## config.mk

```make
export PLATFORM = sky130hd
export DESIGN_NAME = uart_byte_tx_flat
export DESIGN_NICKNAME = d
export VERILOG_FILES = /design/src/rtl/uart_pkg.sv /design/src/rtl/uart_byte_tx_if.sv /design/src/rtl/uart_baud_tick.sv /design/src/rtl/uart_byte_tx.sv /design/src/flat_wrapper.sv
export SDC_FILE = /design/constraint.sdc
export NUM_CORES = 1
export LEC_CHECK = 0
export ABC_AREA = 1
export CAP_MARGIN = 20
export CORE_MARGIN = 2
export CORE_UTILIZATION = 35
export DETAILED_ROUTE_END_ITERATION = 6
export DONT_BUFFER_PORTS = 1
export GPL_ROUTABILITY_DRIVEN = 1
export SLEW_MARGIN = 10
export SYNTH_ARGS = -nofsm -noshare
export SYNTH_HDL_FRONTEND = slang
export SYNTH_SLANG_ARGS = --single-unit
export TNS_END_PERCENT = 100
```

## constraint.sdc

```tcl
create_clock -name clk -period 2.6 [get_ports clk]
set_input_delay 0.26 -clock clk [delete_from_list [all_inputs] [get_ports clk]]
set_output_delay 0.26 -clock clk [all_outputs]
set_load 0.05 [all_outputs]
```

## src/rtl/uart_pkg.sv

```systemverilog
// Shared types and constants for the UART byte transmitter and its baud divider.
// The optional parity stage is enabled by defining UART_PARITY_EN.
package uart_pkg;

   localparam int   UART_DATA_W   = 8;
   localparam logic UART_IDLE_LVL = 1'b1;

   typedef enum logic [2:0] {
      ST_IDLE   = 3'd0,
      ST_START  = 3'd1,
      ST_DATA   = 3'd2,
      ST_PARITY = 3'd3,
      ST_STOP   = 3'd4,
      ST_DONE   = 3'd5
   } uart_state_t;

   // A divider of 2 still needs one counter bit, so clamp the width at 1.
   function automatic int uart_cnt_w(input int div);
      if (div <= 2) return 1;
      return $clog2(div);
   endfunction

endpackage

```

## src/rtl/uart_byte_tx_if.sv

```systemverilog
// Byte-level handshake between the send controller (master) and the transmitter (slave).
// Build option UART_PARITY_EN does not change this interface.
interface uart_byte_tx_if;

   // Handshake: send_en is a one-cycle request, accepted only while the transmitter
   // is idle (tx_busy low and no tx_done pulse); data_byte must be valid in that cycle.
   // tx_done pulses once per accepted byte, and the next request is honoured one
   // cycle after it.
   logic                           send_en;
   logic [uart_pkg::UART_DATA_W-1:0] data_byte;
   logic                           uart_tx;
   logic                           tx_done;
   logic                           tx_busy;

   modport master (
      output send_en,
      output data_byte,
      input  uart_tx,
      input  tx_done,
      input  tx_busy
   );

   modport slave (
      input  send_en,
      input  data_byte,
      output uart_tx,
      output tx_done,
      output tx_busy
   );

endinterface

```

## src/rtl/uart_baud_tick.sv

```systemverilog
// Bit-period divider: counts 0..DIV-1 and strobes bit_end on the last count.
// Shared with the receiver; unaffected by UART_PARITY_EN.
module uart_baud_tick
   import uart_pkg::*;
#(
   parameter int DIV = 2
) (
   input  logic clk,
   input  logic reset_p,
   input  logic clr,
   output logic bit_end
);

   localparam int CNT_W = uart_cnt_w(DIV);
   localparam logic [CNT_W-1:0] CNT_MAX = CNT_W'(DIV - 1);

   logic [CNT_W-1:0] cnt_q;

   always_ff @(posedge clk) begin
      if (reset_p || clr || (cnt_q == CNT_MAX)) begin
         cnt_q <= '0;
      end else begin
         cnt_q <= cnt_q + CNT_W'(1);
      end
   end

   assign bit_end = (cnt_q == CNT_MAX);

endmodule

```

## src/rtl/uart_byte_tx.sv

```systemverilog
// 8N1 byte transmitter; defining UART_PARITY_EN inserts an even-parity bit
// before the stop bit (8E1). CLK_FREQ/BAUD must be at least 2.
module uart_byte_tx
   import uart_pkg::*;
#(
   parameter int CLK_FREQ = 50_000_000,
   parameter int BAUD     = 9600
) (
   input  logic         clk,
   input  logic         reset_p,
   uart_byte_tx_if.slave bus,
   output uart_state_t  state_dbg
);

   localparam int BAUD_DIV = CLK_FREQ / BAUD;
   localparam int IDX_W    = $clog2(UART_DATA_W);
   localparam logic [IDX_W-1:0] LAST_IDX = IDX_W'(UART_DATA_W - 1);

   uart_state_t            state_q, state_d;
   logic [IDX_W-1:0]       bit_idx_q, bit_idx_d;
   logic [UART_DATA_W-1:0] shift_q, shift_d;
   logic                   tx_q, tx_d;
   logic                   done_q, done_d;
   logic                   busy_q, busy_d;
   logic                   bit_end;
   logic                   cnt_clr;

   // Holding the divider in clear while idle/done aligns the first bit period
   // exactly with the acceptance edge.
   assign cnt_clr = (state_q == ST_IDLE) || (state_q == ST_DONE);

   uart_baud_tick #(
      .DIV (BAUD_DIV)
   ) u_baud_tick (
      .clk     (clk),
      .reset_p (reset_p),
      .clr     (cnt_clr),
      .bit_end (bit_end)
   );

   always_ff @(posedge clk) begin
      if (reset_p) begin
         state_q   <= ST_IDLE;
         bit_idx_q <= '0;
         shift_q   <= '0;
         tx_q      <= UART_IDLE_LVL;
         done_q    <= 1'b0;
         busy_q    <= 1'b0;
      end else begin
         state_q   <= state_d;
         bit_idx_q <= bit_idx_d;
         shift_q   <= shift_d;
         tx_q      <= tx_d;
         done_q    <= done_d;
         busy_q    <= busy_d;
      end
   end

   always_comb begin
      state_d   = state_q;
      bit_idx_d = bit_idx_q;
      shift_d   = shift_q;
      case (state_q)
         ST_IDLE: begin
            bit_idx_d = '0;
            if (bus.send_en) begin
               shift_d = bus.data_byte;
               state_d = ST_START;
            end
         end
         ST_START: begin
            if (bit_end) begin
               bit_idx_d = '0;
               state_d   = ST_DATA;
            end
         end
         ST_DATA: begin
            if (bit_end) begin
               if (bit_idx_q == LAST_IDX) begin
`ifdef UART_PARITY_EN
                  state_d = ST_PARITY;
`else
                  state_d = ST_STOP;
`endif
               end else begin
                  bit_idx_d = bit_idx_q + IDX_W'(1);
               end
            end
         end
`ifdef UART_PARITY_EN
         ST_PARITY: begin
            if (bit_end) state_d = ST_STOP;
         end
`endif
         ST_STOP: begin
            if (bit_end) state_d = ST_DONE;
         end
         ST_DONE: begin
            state_d = ST_IDLE;
         end
         default: begin
            state_d = ST_IDLE;
         end
      endcase
   end

   // Outputs are decoded from the next state and registered, so the line
   // changes exactly on the clock edge and never glitches.
   always_comb begin
      tx_d   = UART_IDLE_LVL;
      done_d = 1'b0;
      busy_d = 1'b0;
      case (state_d)
         ST_START: begin
            tx_d   = 1'b0;
            busy_d = 1'b1;
         end
         ST_DATA: begin
            tx_d   = shift_d[bit_idx_d];
            busy_d = 1'b1;
         end
`ifdef UART_PARITY_EN
         ST_PARITY: begin
            tx_d   = ^shift_d;
            busy_d = 1'b1;
         end
`endif
         ST_STOP: begin
            busy_d = 1'b1;
         end
         ST_DONE: begin
            done_d = 1'b1;
         end
         default: begin
            tx_d = UART_IDLE_LVL;
         end
      endcase
   end

   assign bus.uart_tx = tx_q;
   assign bus.tx_done = done_q;
   assign bus.tx_busy = busy_q;
   assign state_dbg   = state_q;

endmodule
```

## src/flat_wrapper.sv

```systemverilog
// flat-port wrapper written by rule: the top's interface ports become plain ports
module uart_byte_tx_flat import uart_pkg::*;
#(
   parameter int CLK_FREQ = 50_000_000,
   parameter int BAUD     = 9600
)
  (clk, reset_p, state_dbg, bus_send_en, bus_data_byte, bus_uart_tx, bus_tx_done, bus_tx_busy);
  uart_byte_tx_if bus_i ();
  input  logic clk;
  input  logic reset_p;
  output uart_state_t state_dbg;
  input wire logic [$bits(bus_i.send_en)-1:0] bus_send_en;
  input wire logic [$bits(bus_i.data_byte)-1:0] bus_data_byte;
  output wire logic [$bits(bus_i.uart_tx)-1:0] bus_uart_tx;
  output wire logic [$bits(bus_i.tx_done)-1:0] bus_tx_done;
  output wire logic [$bits(bus_i.tx_busy)-1:0] bus_tx_busy;
  assign bus_i.send_en = bus_send_en;
  assign bus_i.data_byte = bus_data_byte;
  assign bus_uart_tx = bus_i.uart_tx;
  assign bus_tx_done = bus_i.tx_done;
  assign bus_tx_busy = bus_i.tx_busy;
  uart_byte_tx #(.CLK_FREQ(CLK_FREQ), .BAUD(BAUD)) u_core (.clk(clk), .reset_p(reset_p), .bus(bus_i), .state_dbg(state_dbg));
endmodule
```

## Word level (Yosys, flattened, before mapping)

Cells that the tools add are included.

- Bits of input ports: 11
- Bits in registers: 30
- Logic and storage cells: 42
- Output and inout port bits: 6

- Add/sub/neg operators: 2
- Reductions and logical operators: 5
- Equal/unequal tests: 10
- $lt $le $gt $ge: 1
- Mux-type cells: 17

Operator list:

| operator | count |
|---|---|
| $mux W3 | 8 |
| $mux W8 | 2 |
| $eq A3 B3 Y1 const B | 5 |
| $add A13 B1 Y13 const B | 1 |
| $eq A13 B13 Y1 const B | 1 |
| $pmux W3 S4 | 1 |
| $pmux W3 S3 | 1 |
| $eq A3 B1 Y1 const B | 2 |
| $eq A3 B2 Y1 const B | 2 |
| $lt A3 B4 Y1 const B | 1 |
| $add A3 B1 Y3 const B | 1 |
| $bmux W1 S3 | 1 |
| $logic_not A3 Y1 | 1 |
| $logic_or A1 B1 Y1 | 3 |
| $mux W1 | 3 |
| $reduce_or A3 Y1 | 1 |
| $pmux W1 S2 | 1 |

## Longest topological paths before layout

Gate-level depths: netlist (run 1).

- Word-level depth: 7
- Depth in mapped cells: 14
- Gate-level depth less buffers: 14

## Hierarchy

A second synthesis (run 1) with hierarchy kept.

- Cell total of the unflattened synthesis: 230
- Area, all modules: 1611.5 µm²

By module, submodules not included:

| module | cells each | seq. area each (µm²) | area each (µm²) | times used |
|---|---|---|---|---|
| uart_byte_tx | 135 | 340.3 | 953.4 | 1 |
| uart_baud_tick | 95 | 260.2 | 658.1 | 1 |

## Least setup slack after synthesis (run 1)

OpenSTA, ideal clock, no wires.

- Path type: register -> register
- From: register u_core.state_q[1], in the netlist u_core.state_dbg[1]
- To: register u_core.tx_q, in the netlist u_core.bus.uart_tx
- Data required time: 2.487 ns
- Library setup time: 0.113 ns
- Period minus slack after synthesis: 1.726 ns
- Arrival: 1.613 ns
- Path buffers: 1
- Stages on the path, launching flop included: 12
- Slack: 0.874 ns
- Cell sequence: dfxtp_1 > inv_2 > nand2_2 > nor2_4 > nand2_2 > buf_6 > mux2i_1 > nand2_1 > nand3_1 > nand3_1 > nand3_1 > nand2_1

- Word-level cells in the longest chain between the ends: 5
- Elaborated cells on any way between the ends: 17
- Classes of those cells: eq/ne (5); mux (11); reduce/logical (1)

RTL lines:

| what | line | text |
|---|---|---|
| from (decl) | uart_byte_tx.sv:19 | `uart_state_t state_q, state_d;` |
| from (signal assigned) | uart_byte_tx.sv:50 | `state_q <= state_d;` |
| $eq A3 B2 Y1 (tied with other cells) | uart_byte_tx.sv:63 | `case (state_q)` |
| $pmux W3 S3 (tied with other cells) | uart_byte_tx.sv:63 |  |
| $bmux W1 S3 or $pmux W3 S4 (tied branches) | uart_byte_tx.sv:119, uart_byte_tx.sv:63 |  |
| $mux W1 (implied by the code) (tied with other cells) | uart_byte_tx.sv:119 | `tx_d = shift_d[bit_idx_d];` |
| $pmux W1 S2 (*) | uart_byte_tx.sv:113 | `case (state_d)` |
| to (signal assigned) | uart_byte_tx.sv:53 | `tx_q <= tx_d;` |
| to (decl) | uart_byte_tx.sv:22 | `logic tx_q, tx_d;` |

Every way passes the cells marked *; elsewhere a longest branch is shown, timed or not. The select of a mux whose other input is x is not followed.
A chain may end at the register's enable or synchronous reset.

## Worst setup path in the final report (run 1)

- From: register u_core.u_baud_tick.cnt_q[0]
- To: register u_core.tx_q, in the netlist u_core.bus.uart_tx

- Word-level cells in the longest chain between the ends: 6
- Elaborated cells on any way between the ends: 13
- Classes of those cells: eq/ne (3); mux (10)

RTL lines:

| what | line | text |
|---|---|---|
| from (decl) | uart_baud_tick.sv:17 | `logic [CNT_W-1:0] cnt_q;` |
| from (signal assigned) | uart_baud_tick.sv:23 | `cnt_q <= cnt_q + CNT_W'(1);` |
| $eq A13 B13 Y1 (*) | uart_baud_tick.sv:27 | `assign bit_end = (cnt_q == CNT_MAX);` |
| $mux W3, on equally long branches | uart_byte_tx.sv:78, uart_byte_tx.sv:72 |  |
| $pmux W3 S3 | uart_byte_tx.sv:63 |  |
| $bmux W1 S3 | uart_byte_tx.sv:119 |  |
| $mux W1 (implied by the code) | uart_byte_tx.sv:119 |  |
| $pmux W1 S2 (*) | uart_byte_tx.sv:113 |  |

Marks and branches as above.

==> flow_metrics.env, run 1 <==
export IMPL_synth_async_sr_flop_share_pct=0
export IMPL_dr_wl_met2_mm=1.16
export IMPL_globalRoute_totalOverflow=0
export IMPL_core_mm2=0.00403
export IMPL_cts_tree="built"
export IMPL_antenna_found_initial=0
export IMPL_seq_area_frac_synth_pct=40.7
export IMPL_worst_ep_arrival_time_ns=1.88
export IMPL_timing_final_setup_violations=0
export IMPL_syn_avg_cell_area_um2=7.38
export IMPL_cts_root_buf="clkbuf_8"
export IMPL_synth_edff_count=0
export IMPL_hold_viol_final=0
export IMPL_portBuffers=0
export IMPL_antenna_cells=0
export IMPL_period_share_pct=65.7
export IMPL_worstHoldPathCells=1
export IMPL_crit_chain="ha_1 > nand2_1 > inv_2 > nand2_1 > nor2_4 > nand4_1 > nand3_2 > nand2_1 > nand3_1 > nand3_1 > nand3_1 > nand2_1"
export IMPL_die_h_um=69.0
export IMPL_grt_pass1_wl_mm=4.64
export IMPL_clock_sinks=30
export IMPL_slowest_delay_ns=0.35
export IMPL_synth_cell_types=29
export IMPL_path_clk_slew_ns=0.06
export IMPL_power_density_mw_per_mm2=578
export IMPL_yosysTopAreaCell="dfxtp_1"
export IMPL_drive_above_1_share_pct=18.8
export IMPL_first_global_vias=1090
export IMPL_setup_tns_ns=0
export IMPL_synth_most_common_cell="nand2_1"
export IMPL_fin_cells=258
export IMPL_num_io_pins=17
export IMPL_yosys_warnings=0
export IMPL_crit_fanout=5
export IMPL_hpwl_mm=2.05
export IMPL_syn_area_mm2=0.00148
export IMPL_r2r_start="u_core.u_baud_tick.cnt_q[0]$_SDFF_PP0_"
export IMPL_first_pass_iters=4
export IMPL_start_kind="flop"
export IMPL_ir_worst_vdd_v=0.000156
export IMPL_numCtsBuffers=5
export IMPL_clock_path_buffers=2
export IMPL_wl_met1_mm=1.24
export IMPL_min_delay_worst_endpoint="u_core.bus.tx_busy$_SDFF_PP0_"
export IMPL_drc=0
export IMPL_min_period_ns=1.71
export IMPL_crit_path_frequent_cell="nand2_1"
export IMPL_cp_end_kind="flop"
export IMPL_max_slew_margin_pct=68.2
export IMPL_grt_setup_unrepaired="no"
export IMPL_die_x_um=69.0
export IMPL_syn_nets=213
export IMPL_yosysTopAreaCellShare_pct=40.7
export IMPL_rr_worst_depth=12
export IMPL_critPathRequiredTime_ns=2.78
export IMPL_r2r_end="u_core.bus.uart_tx$_SDFF_PP1_"
export IMPL_p_leak_nw=0.691
export IMPL_crit_type="flop to flop"
export IMPL_cts_repair_resize_count=0
export IMPL_min_from="reset_p"
export IMPL_min_path_type="primary input to flop"
export IMPL_wirelength_mm=2.62
export IMPL_htree_levels=2
export IMPL_crit_slowest_cell="dfxtp_1"
export IMPL_max_freq_mhz=586
export IMPL_gp_congestion=0.785
export IMPL_cts_hold_buffers_added=0
export IMPL_top_layer="met4"
export IMPL_ys_top_cells_by_area="dfxtp_1 41%, nand2_1 8.4%, nor2_1 7.1%"
export IMPL_finalClockSkew_ns=0.00446
export IMPL_ys_flop_type="dfxtp_1"
export IMPL_status="finished, final reports clean"
export IMPL_final_max_slew_violation_count=0
export IMPL_start_util_pct=36.6
export IMPL_nFillCells=423
export IMPL_grtUsageTotal_pct=13.4
export IMPL_wl_per_cell_um=10.1
export IMPL_post_route_util_pct=40.7
export IMPL_maxCapViolations=0
export IMPL_fin_area_mm2=0.00164
export IMPL_placedInstanceArea_mm2=0.00154
export IMPL_worst_pin_slew_ns=0.477
export IMPL_synth_cells=200
export IMPL_dieArea_mm2=0.00475
export IMPL_area_delta_synth_final_pct=10.9
export IMPL_rows=23
export IMPL_yosys_top_cells_count="33 x nand2_1, 30 x dfxtp_1, 28 x nor2_1"
export IMPL_drt_iter0_markers=38
export IMPL_rrSetupSlack_ns=0.89
export IMPL_clock_latency_ns=0.28
export IMPL_wl_met3_um=159
export IMPL_ant_nets=0
export IMPL_via_per_inst=4.55
export IMPL_num_vias=1173
export IMPL_grt_max_degree=19
export IMPL_ys_ff_latch=30
export IMPL_finalNetCount=220
export IMPL_dp_cells=250
export IMPL_post_cts_buffers=0
per-layer routing:
layer	track usage (%)	vias up
li1	-	645
met1	16.0	495
met2	21.3	27
met3	4.38	6
met4	7.35	0
met5	0	-
stage by stage:
stage | hold WS, ns | total power, mW | worst slack, ns
6_report | 0.0426 | 0.947 | 0.893
5_1_grt | 0.0226 | 0.999 | 0.661
4_1_cts | 0.0278 | 0.967 | 0.879
3_5_place_dp | 0.334 | 0.571 | 0.884
3_3_place_gp | 0.333 | 0.570 | 0.899
2_1_floorplan | 0.418 | 0.562 | 0.874
worst max-delay path, delay by kind of cell, from the launching register on:
kind	cells	cell delay, ns
buffers and inverters	1	0.08
adders and majority gates	1	0.17
and+or+nand+nor	10	1.00
DFF	1	0.35
how the worst max path moves through the flow:
stage / start / to / slack, ns / cells after the start
finish: u_core.u_baud_tick.cnt_q[0]$_SDFF_PP0_ / u_core.bus.uart_tx$_SDFF_PP1_ / 0.89 / 12
global route: u_core.u_baud_tick.cnt_q[0]$_SDFF_PP0_ / u_core.u_baud_tick.cnt_q[12]$_SDFF_PP0_ / 0.66 / 11
CTS: u_core.u_baud_tick.cnt_q[0]$_SDFF_PP0_ / u_core.u_baud_tick.cnt_q[12]$_SDFF_PP0_ / 0.88 / 11
detailed placement: u_core.u_baud_tick.cnt_q[0]$_SDFF_PP0_ / u_core.u_baud_tick.cnt_q[12]$_SDFF_PP0_ / 0.88 / 11
global placement: u_core.u_baud_tick.cnt_q[0]$_SDFF_PP0_ / u_core.u_baud_tick.cnt_q[12]$_SDFF_PP0_ / 0.90 / 11
floorplan: u_core.state_dbg[1]$_SDFF_PP0_ / u_core.bus.uart_tx$_SDFF_PP1_ / 0.87 / 11
state kept, by name (all words and copies together), names as in the netlist:
signal,flops
u_core.state_dbg,3
u_core.bus.tx_done,1
u_core.bus.uart_tx,1
u_core.bus.tx_busy,1
u_core.bit_idx_q,3
u_core.u_baud_tick.cnt_q,13
u_core.shift_q,8
report_power, final:
group | internal, mW | switching [mW]
Combinational | 0.0242 | 0.0456
Clock | 0.212 | 0.175
Sequential | 0.475 | 0.0150
Total | 0.711 | 0.236
layout make-up:
type	instances	area, µm²	share of cell area (%)
multi-input cells	135	737	45.0
flip-flops and latches	30	601	36.7
inverters	32	120	7.33
clock buffers	6	82.6	5.04
well taps	50	62.6	3.82
repair buffers	3	22.5	1.38
clock inverters	2	12.5	0.764
cells in the final DEF, fill, tap and decap left out, types with 5 or more instances in the layout:
master,Yosys,layout
o21ai_0,7,7
nor2_1,28,28
nand2_2,7,7
nand4_1,5,5
a21oi_1,11,11
nand2_1,33,33
dfxtp_1,30,30
clkbuf_8,0,6
nand3_1,13,13
inv_2,5,5
inv_1,26,26
cell families after synthesis:
group,count (synthesis),share of synthesized area (%)
compound gates,23,8.14
xor+xnor,1,0.593
fa+ha+maj,2,1.69
buf+inv,35,9.41
flops,30,40.7
mux,3,2.03
simple gates,106,37.5
Power figures use the tool's default switching activity.
==> run 2: changes to the inputs <==
==> constraint.sdc (replaced) <==
create_clock -name clk -period 1.7 [get_ports clk]
set_input_delay 0.17 -clock clk [delete_from_list [all_inputs] [get_ports clk]]
set_output_delay 0.17 -clock clk [all_outputs]
set_load 0.05 [all_outputs]
==> flow_metrics.env, run 2 (synthesis results as in run 1) <==
export IMPL_timing_final_setup_violations=1
export IMPL_status="finished, violations left"
export IMPL_crit_chain="ha_4 > nand2_2 > inv_2 > nand2_2 > nor2_4 > nand4_1 > buf_4 > nand4_1 > nand3_1 > nand3_1 > nand3_1 > nand2_1"
export IMPL_finalNetCount=232
export IMPL_ant_nets=0
export IMPL_grtUsageTotal_pct=14.1
export IMPL_multi_input_area_um2=805
export IMPL_numCtsBuffers=5
export IMPL_power_density_mw_per_mm2=826
export IMPL_grt_pass1_wl_mm=4.81
export IMPL_clock_sinks=30
export IMPL_finalPower_mw=1.49
export IMPL_die_h_um=69.0
export IMPL_worst_pin_slew_ns=0.608
export IMPL_cp_num_buf_inv=2
export IMPL_wl_per_cell_um=11.0
export IMPL_first_global_vias=1093
export IMPL_finalClockSkew_ns=0.00932
export IMPL_min_path_type="primary input to flop"
export IMPL_clock_path_buffers=2
export IMPL_clock_latency_ns=0.29
export IMPL_worst_ep_arrival_time_ns=1.97
export IMPL_maxCapViolations=0
export IMPL_critPathRequiredTime_ns=1.94
export IMPL_core_mm2=0.00403
export IMPL_start_kind="flop"
export IMPL_p_leak_nw=0.768
export IMPL_worst_slack_ns=-0.0324
export IMPL_nFillCells=405
export IMPL_cts_tree="built"
export IMPL_cp_end_kind="flop"
export IMPL_num_vias=1274
export IMPL_largest_reg_flops=13
export IMPL_max_slew_margin_pct=59.4
export IMPL_violations="negative setup slack"
export IMPL_globalRoute_totalOverflow=0
export IMPL_slowest_delay_ns=0.36
export IMPL_drt_iter0_markers=56
export IMPL_grt_max_degree=17
export IMPL_hpwl_mm=2.07
export IMPL_crit_type="flop to flop"
export IMPL_regMostFlops="u_core.u_baud_tick.cnt_q"
export IMPL_setup_tns_ns=-0.0324
export IMPL_reg_largest_list="u_core.u_baud_tick.cnt_q (13), u_core.shift_q (8)"
export IMPL_via_per_inst=4.72
export IMPL_crit_slowest_cell="dfxtp_2"
export IMPL_cts_root_buf="clkbuf_8"
export IMPL_grt_setup_unrepaired="yes"
export IMPL_cp_top_family="simple AND/OR/NAND/NOR gates"
export IMPL_rows=23
export IMPL_max_freq_mhz=577
export IMPL_crit_fanout=4
export IMPL_area_delta_synth_final_pct=22.5
export IMPL_htree_levels=2
export IMPL_final_max_slew_violation_count=0
export IMPL_period_share_pct=102
export IMPL_hold_viol_final=0
export IMPL_drc=0
export IMPL_dieArea_mm2=0.00475
export IMPL_final_common_cell="nand2_1"
export IMPL_num_io_pins=17
export IMPL_die_x_um=69.0
export IMPL_antenna_found_initial=0
export IMPL_ir_worst_vdd_v=0.000268
export IMPL_path_clk_slew_ns=0.07
export IMPL_crit_path_frequent_cell="nand3_1"
export IMPL_gp_congestion=0.885
export IMPL_antenna_cells=0
export IMPL_first_pass_iters=4
export IMPL_final_cell_mix="31 x nand2_1, 26 x nor2_1, 26 x dfxtp_1"
export IMPL_start_util_pct=36.6
export IMPL_post_place_ws_ns=-0.00557
export IMPL_regArea_um2=608
export IMPL_drive_above_1_share_pct=28.6
export IMPL_min_period_ns=1.73
export IMPL_portBuffers=0
export IMPL_wirelength_mm=2.98
run 2: cell count changes in the layout (fill, tap and decap cells not counted), moves of 2 or more:
| cell | previous run | this run |
|---|---|---|
| buf_4 | 3 | 14 |
| dfxtp_1 | 30 | 26 |
| dfxtp_2 | 0 | 3 |
| a21oi_1 | 11 | 9 |
| nand2_1 | 33 | 31 |
| nand3_4 | 0 | 2 |
| nor2_1 | 28 | 26 |
run 2: final cells by class:
class / count / share of cell area [%]
well taps: 50 / 3.46
flip-flops and latches: 30 / 33.6
clock inverters: 2 / 0.692
multi-input cells: 135 / 44.5
repair buffers: 15 / 6.37
inverters: 32 / 6.78
clock buffers: 6 / 4.57
run 2: layer usage:
layer / vias up / share of wire [%] / GRT usage (%) / wire [µm]
met3: 10 / 5.2 / 5.36 / 155
met4: 0 / 3.2 / 8.58 / 95
met2: 25 / 44 / 20.9 / 1310
li1: 676 / - / - / -
met1: 563 / 48 / 17.2 / 1420
met5: - / 0 / 0 / 0
run 2: through the flow:
step	std cells	area (µm²)	hold WS, ns	util (%)
2_1_floorplan	200	1480	0.333	-
3_3_place_gp	254	1580	0.244	39.1
3_5_place_dp	254	1580	0.245	39.1
4_1_cts	265	1700	0.0130	42.3
5_1_grt	270	1810	0.00500	44.9
6_report	270	1810	0.0178	44.9
run 2: final timing paths:
check	from	to	slack, ns	cells after the start
setup / recovery	u_core.u_baud_tick.cnt_q[1]$_SDFF_PP0_	u_core.bus.uart_tx$_SDFF_PP1_	-0.03	12
hold reg to reg	u_core.u_baud_tick.cnt_q[4]$_SDFF_PP0_	u_core.u_baud_tick.cnt_q[4]$_SDFF_PP0_	0.50	2
setup reg to reg	u_core.u_baud_tick.cnt_q[1]$_SDFF_PP0_	u_core.bus.uart_tx$_SDFF_PP1_	-0.03	12
hold / removal	reset_p	u_core.state_dbg[0]$_SDFF_PP0_	0.02	2
run 2: worst reg2reg max path, delay by kind of cell (launching register included):
family,cells,cell delay [ns]
fa+ha+maj,1,0.14
buf+inv,2,0.29
flops,1,0.36
simple gates,9,0.90
run 2: timing repair:
item	4_1_cts	5_1_grt
gates cloned	0	0
hold buffers	1	0
buffers inserted	2	5
setup endpoints to repair	1	5
endpoints found under the hold margin	16	0
pin swaps	0	8
resized for setup	2	18
run 2: power breakdown:
part           internal [mW]  switching, mW
sequential             0.726         0.0234
combinational         0.0495         0.0843
clock                  0.325          0.285
